`src/rtl/rv32_pipe3_core.sv`:
```
// rv32_pipe3_core: 3-stage RV32I-subset core (fetch / decode+execute / writeback) with WB->EX forwarding
module rv32_pipe3_core #(
   parameter int unsigned IMEM_AW  = 12,
   parameter logic [31:0] RESET_PC = 32'h0,
   parameter logic [11:0] CSR_IN   = 12'hF00,
   parameter logic [11:0] CSR_OUT  = 12'hF02
) (
   input  logic               clk,
   input  logic               rst_n,
   output logic [IMEM_AW-1:0] imem_addr_o,
   input  logic [31:0]        imem_rdata_i,
   input  logic [31:0]        gpio_in_i,
   output logic [31:0]        gpio_out_o,
   output logic               gpio_out_we_o,
   output logic               illegal_o
);
   localparam logic [6:0] OPC_OP     = 7'h33;
   localparam logic [6:0] OPC_OP_IMM = 7'h13;
   localparam logic [6:0] OPC_LUI    = 7'h37;
   localparam logic [6:0] OPC_AUIPC  = 7'h17;
   localparam logic [6:0] OPC_BRANCH = 7'h63;
   localparam logic [6:0] OPC_JAL    = 7'h6F;
   localparam logic [6:0] OPC_JALR   = 7'h67;
   localparam logic [6:0] OPC_SYSTEM = 7'h73;
   localparam logic [31:0] NOP       = 32'h0000_0013;

   logic [31:0] pc_f_q, pc_ex_q;
   logic        ex_valid_q;
   logic [31:0] rf_q [32];
   logic        wb_we_q, wb_gpio_q;
   logic [4:0]  wb_rd_q;
   logic [31:0] wb_res_q, wb_data;
   logic [31:0] gpio_out_q;
   logic        gpio_out_we_q, illegal_q;

   logic [31:0] inst, imm_i, imm_b, imm_j, imm_u;
   logic [6:0]  opcode;
   logic [4:0]  rd, rs1, rs2;
   logic [2:0]  f3;
   logic        alt;
   logic [31:0] rs1_v, rs2_v, op_b, alu_res, target;
   logic        taken, redirect, wr_en;
   logic        wb_we_d, wb_gpio_d, gpio_we_d, ill_d;
   logic [31:0] wb_res_d;

   assign imem_addr_o   = pc_f_q[IMEM_AW+1:2];
   assign gpio_out_o    = gpio_out_q;
   assign gpio_out_we_o = gpio_out_we_q;
   assign illegal_o     = illegal_q;

   // A squashed or post-reset slot executes as addi x0,x0,0
   assign inst   = ex_valid_q ? imem_rdata_i : NOP;
   assign opcode = inst[6:0];
   assign rd     = inst[11:7];
   assign f3     = inst[14:12];
   assign rs1    = inst[19:15];
   assign rs2    = inst[24:20];
   assign alt    = inst[30];
   assign imm_i  = {{20{inst[31]}}, inst[31:20]};
   assign imm_b  = {{19{inst[31]}}, inst[31], inst[7], inst[30:25], inst[11:8], 1'b0};
   assign imm_j  = {{11{inst[31]}}, inst[31], inst[19:12], inst[20], inst[30:21], 1'b0};
   assign imm_u  = {inst[31:12], 12'h000};

   // gpio_in is sampled in WB, so a CSR_IN read forwards the live switch value
   assign wb_data = wb_gpio_q ? gpio_in_i : wb_res_q;
   assign rs1_v   = (wb_we_q && wb_rd_q != 5'd0 && wb_rd_q == rs1) ? wb_data : rf_q[rs1];
   assign rs2_v   = (wb_we_q && wb_rd_q != 5'd0 && wb_rd_q == rs2) ? wb_data : rf_q[rs2];
   assign op_b    = (opcode == OPC_OP) ? rs2_v : imm_i;

   // ALU shared by register and immediate forms; bit 30 selects sub (reg form only) and sra
   always_comb begin
      alu_res = 32'h0;
      case (f3)
         3'b000: alu_res = (opcode == OPC_OP && alt) ? rs1_v - op_b : rs1_v + op_b;
         3'b001: alu_res = rs1_v << op_b[4:0];
         3'b010: alu_res = {31'h0, $signed(rs1_v) < $signed(op_b)};
         3'b011: alu_res = {31'h0, rs1_v < op_b};
         3'b100: alu_res = rs1_v ^ op_b;
         3'b101: alu_res = alt ? 32'($signed(rs1_v) >>> op_b[4:0]) : rs1_v >> op_b[4:0];
         3'b110: alu_res = rs1_v | op_b;
         default: alu_res = rs1_v & op_b;
      endcase
   end

   // Branch condition; reserved funct3 encodings never take
   assign taken = (f3 == 3'b000) ? rs1_v == rs2_v :
                  (f3 == 3'b001) ? rs1_v != rs2_v :
                  (f3 == 3'b100) ? $signed(rs1_v) <  $signed(rs2_v) :
                  (f3 == 3'b101) ? $signed(rs1_v) >= $signed(rs2_v) :
                  (f3 == 3'b110) ? rs1_v <  rs2_v :
                  (f3 == 3'b111) ? rs1_v >= rs2_v : 1'b0;

   // EX decode: WB result selection, redirect resolution and side-effect strobes
   always_comb begin
      wr_en     = 1'b0;
      wb_res_d  = alu_res;
      wb_gpio_d = 1'b0;
      gpio_we_d = 1'b0;
      ill_d     = 1'b0;
      redirect  = 1'b0;
      target    = pc_ex_q + imm_b;
      case (opcode)
         OPC_OP, OPC_OP_IMM: wr_en = 1'b1;
         OPC_LUI: begin
            wr_en    = 1'b1;
            wb_res_d = imm_u;
         end
         OPC_AUIPC: begin
            wr_en    = 1'b1;
            wb_res_d = pc_ex_q + imm_u;
         end
         OPC_BRANCH: redirect = taken;
         OPC_JAL: begin
            wr_en    = 1'b1;
            wb_res_d = pc_ex_q + 32'd4;
            redirect = 1'b1;
            target   = pc_ex_q + imm_j;
         end
         OPC_JALR: begin
            wr_en    = 1'b1;
            wb_res_d = pc_ex_q + 32'd4;
            redirect = 1'b1;
            target   = (rs1_v + imm_i) & ~32'd1;
         end
         OPC_SYSTEM: begin
            if (f3 == 3'b001) begin
               wr_en     = 1'b1;
               wb_res_d  = 32'h0;
               wb_gpio_d = inst[31:20] == CSR_IN;
               gpio_we_d = inst[31:20] == CSR_OUT;
            end else begin
               ill_d = 1'b1;
            end
         end
         default: ill_d = 1'b1;
      endcase
      wb_we_d = wr_en && rd != 5'd0;
   end

   // Fetch PC, EX slot and WB/GPIO/illegal registers; reset discards everything in flight
   always_ff @(posedge clk) begin
      if (!rst_n) begin
         pc_f_q        <= RESET_PC;
         pc_ex_q       <= RESET_PC;
         ex_valid_q    <= 1'b0;
         wb_we_q       <= 1'b0;
         wb_gpio_q     <= 1'b0;
         wb_rd_q       <= 5'd0;
         wb_res_q      <= 32'h0;
         gpio_out_q    <= 32'h0;
         gpio_out_we_q <= 1'b0;
         illegal_q     <= 1'b0;
      end else begin
         pc_ex_q       <= pc_f_q;
         ex_valid_q    <= ~redirect;
         pc_f_q        <= redirect ? target : pc_f_q + 32'd4;
         wb_we_q       <= wb_we_d;
         wb_gpio_q     <= wb_gpio_d;
         wb_rd_q       <= rd;
         wb_res_q      <= wb_res_d;
         gpio_out_we_q <= gpio_we_d;
         illegal_q     <= ill_d;
         if (gpio_we_d) gpio_out_q <= rs1_v;
      end
   end

   // Register file: cleared on reset, written at the end of WB; x0 is never written
   always_ff @(posedge clk) begin
      if (!rst_n) begin
         for (int r = 0; r < 32; r++) rf_q[r] <= 32'h0;
      end else if (wb_we_q && wb_rd_q != 5'd0) begin
         rf_q[wb_rd_q] <= wb_data;
      end
   end
endmodule

```
`config.mk`:
```
export PLATFORM = sky130hd
export DESIGN_NAME = rv32_pipe3_core
export DESIGN_NICKNAME = d
export VERILOG_FILES = /design/src/rtl/rv32_pipe3_core.sv
export SDC_FILE = /design/constraint.sdc
export NUM_CORES = 2
export LEC_CHECK = 0
export ABC_AREA = 0
export CORE_MARGIN = 2
export CORE_UTILIZATION = 30
export CTS_BUF_LIST = sky130_fd_sc_hd__clkbuf_8
export DETAILED_ROUTE_END_ITERATION = 10
export GPL_TIMING_DRIVEN = 0
export PLACE_DENSITY = 0.45
export REMOVE_ABC_BUFFERS = 1
export SYNTH_ARGS = -nofsm -noshare
export SYNTH_HDL_FRONTEND = slang
export SYNTH_SLANG_ARGS = --single-unit
```
`constraint.sdc`:
```
create_clock -name clk -period 8.05 [get_ports clk]
set_clock_uncertainty 0.1 [all_clocks]
set_input_delay 1.2075 -clock clk [delete_from_list [all_inputs] [get_ports clk]]
set_output_delay 1.2075 -clock clk [all_outputs]
set_load 0.03 [all_outputs]
```
==> results.cfg <==
[global_route]
grt_pass1_wl_mm = 542
top_usage_layer = met2
grt_max_degree = 111
antenna_found_initial = 20
gr-usage-all-layers_pct = 30.6
grt_pass1_vias = 66000
grt_remaining_overflow = 0
use_met1_pct = 38.7
use_met2_pct = 48.2
grtUsageMet3_pct = 5.94

[worst_hold_path]
hold_path.class = reg -> reg
hold_path_depth = 1
hold_end = pc_ex_q[1]
hp-start = pc_f_q[1]

[sta]
worst_pin_slew_ns = 1.45
hold_viol = 0
timing.hold.ws_ns = 0.365
period_minus_slack_ns = 8.24
slew_headroom_pct = 3.32
setup_tns_ns = -0.186
fmax_mhz = 121
setup_violations = 1
finalWorstSetupSlack_ns = -0.186
maxSlewViolCount = 0
period_share_pct = 102

[die]
die_w_microns = 502
rows = 182
coreArea_sq_um = 246000
die_h_microns = 502
start_util_pct = 30.2
fp.dieArea_sq_um = 252000
io_pins = 112

[worst_setup_path]
reg2reg_from = wb_rd_q[2]
crit_slowest_cell = o41ai_4
critPathMaxFanout = 32
r2r-end = pc_f_q[31]
start_kind = primary input
r2r_cells = 19
path_class = in -> reg
end_kind = flip-flop
cp_data_arrival_time_ns = 9.07
r2r_slack_ns = -0.03
required_ns = 8.89
path_cells = clkdlybuf4s50_1 -> nand2_1 -> inv_2 -> a32oi_1 -> o2bb2a_4 -> buf_16 -> and2_1 -> o41ai_4 -> inv_1 -> ha_1 -> nand4_1 -> nor4_2 -> and2_1 -> o21ai_0 -> nand3_1 -> xor2_1 -> mux2i_1 -> a31oi_4 -> buf_16 -> or4_1 -> a311o_1 -> a21bo_2
max_stage_delay_ns = 0.86

[finish]
stdcell_area_sq_um = 86600
syn_to_final_growth_pct = 16.2
final_nets = 7942
drive_above_1_share_pct = 10.9

[routing]
drtAntennaViolNets = 0
drt-pass1-iter-count = 8
wl_per_cell_microns = 36.2
drc = 0
drt_iter0_drc = 10000
vias = 70100
routed_wl_mm = 403
viasPerCell = 6.29

[clock_tree]
cts_hold_buf = 0
clk_latency_ns = 1.04
clockBufferDepth = 3
cts.clk_slew.worst_paths_ns = 0.06
cts_buffers = 212
htree_levels = 4
clkSinkCount = 1162
cts_tree = done
cts_root_buffer = clkbuf_8

[synth]
postSynth.asyncResetShare_pct = 0
synthCells = 7828
yosysSeqAreaShare_pct = 45.0
ys_seq_elements = 1162
yosysWarningCount = 0
synth.avg_cell_area_sq_um = 9.52
yosysUniqueCellTypes = 123
synth_edf_count = 1024
synth-main-ff-cell = edfxtp_1
synth_area_sq_um = 74500

[placed_design]
gp_congestion = 0.957
placedInstanceArea_sq_um = 81400
numPortBuffers = 111
dp_hpwl_mm = 245

[power_and_ir_drop]
power_w = 0.0168
power_density_nw_per_um2 = 194
p_leak_nw = 31.3
vdd_ir_drop_max_v = 0.000129

[job]
drv_cap = 0

[run_status]
failed_checks = negative setup slack
outcome = complete, but fails checks
## critical path, delay by kind of cell
kind                     cells  cell delay, ns
AO/OA/AOI/OAI                7            2.42
XOR/XNOR                     1            0.20
adder cells (fa/ha/maj)      1            0.45
buffers and inverters        5            1.63
multiplexers                 1            0.35
AND/OR/NAND/NOR              7            2.70
## logic make-up (layout without fill, tap and decap cells)
kind of cell	count (synthesis)	after routing	share of synthesized area, %
XOR/XNOR	144	144	1.69
other	1	41	0.00503
multiplexers	541	541	7.56
AO/OA/AOI/OAI	2221	2222	20.8
flip-flops	1162	1162	45.0
adder cells (fa/ha/maj)	213	213	3.63
AND/OR/NAND/NOR	2673	2678	15.9
buffers and inverters	873	844	5.48
## area by class of cell
cell class	count	area [sq um]
diodes	9	22.5
multi-input cells	5830	38700
well taps	3312	4140
repair buffers	326	5660
fillers	24900	160000
inverters	132	558
flip-flops and latches	1162	33500
clock inverters	172	987
clock buffers	214	2950
## power breakdown
group	switching [W]	internal, W
clock network	0.00279	0.00271
logic	0.00309	0.00133
registers	0.000143	0.00677
## worst max path at each step
stage / from / endpoint / slack, ns / cells after the start
finish: imem_rdata_i[18] / pc_f_q[31] / -0.19 / 22
floorplan: ex_valid_q / pc_f_q[31] / -4.16 / 18
detailed placement: imem_rdata_i[20] / wb_res_q[30] / -3.60 / 27
global placement: imem_rdata_i[15] / pc_f_q[28] / -43.24 / 18
global route: imem_rdata_i[18] / pc_f_q[31] / -0.01 / 22
CTS: imem_rdata_i[15] / wb_res_q[30] / 0.002 / 22
## through the flow
| step | cells | util, % | setup WS (ns) |
|---|---|---|---|
| floorplan | 7118 | - | -4.16 |
| global placement | 10500 | 31.0 | -43.24 |
| detailed placement | 10700 | 33.0 | -3.60 |
| CTS | 11100 | 34.9 | 0.00163 |
| global route | 11200 | 35.1 | -0.0113 |
| finish | 11200 | 35.1 | -0.186 |
## synthesized netlist by cell type (44+ instances only)
cell type  number  area (sq um)
nor2_1       1302          4890
edfxtp_1     1024         30700
nand2_1       567          2130
a21oi_1       505          2530
mux2i_1       503          5030
clkbuf_1      474          1780
a221oi_1      294          2570
nor3_1        254          1270
o21ai_0       245          1230
a211oi_1      209          1570
ha_1          207          2590
o22ai_1       198          1240
a31oi_1       153           957
nor2b_1       142           888
dfxtp_1       138          2760
buf_2         124           621
inv_1         118           443
nand3_1        90           450
xnor2_1        90           788
and3_1         76           475
a22oi_1        75           563
o221ai_1       73           639
buf_4          60           450
and2_1         58           363
xor2_1         54           473
buf_6          47           529
o31ai_1        44           330
## cells in the final DEF (no fill, tap or decap), types with 136 or more instances in the layout
cell	synthesis	routed
a211oi_1	209	208
a21oi_1	505	501
a221oi_1	294	292
a31oi_1	153	151
clkbuf_8	0	214
dfxtp_1	138	136
edfxtp_1	1024	1024
ha_1	207	201
inv_1	118	188
mux2i_1	503	471
nand2_1	567	499
nor2_1	1302	1294
nor2b_1	142	142
nor3_1	254	246
o21ai_0	245	238
o22ai_1	198	198
## registers in the layout (all words and copies together), names as in the netlist, 5 cells and up
signal	cells
pc_ex_q	32
wb_res_q	32
gpio_out_o	32
rf_q	1024
pc_f_q	32
wb_rd_q	5
## routing by layer
| layer | vias to the layer above | share of wire, % |
|---|---|---|
| li1 | 29200 | - |
| met1 | 35100 | 39 |
| met3 | 1103 | 9.8 |
| met5 | - | 0.017 |
| met4 | 10 | 7.0 |
| met2 | 4770 | 44 |
## repair_timing
action	in CTS	in global routing
cloned	12	5
buffers inserted	15	15
setup endpoints to repair	65	31
resized for setup	64	57
pin swaps	10	11
(Power assumes the default switching activity.)
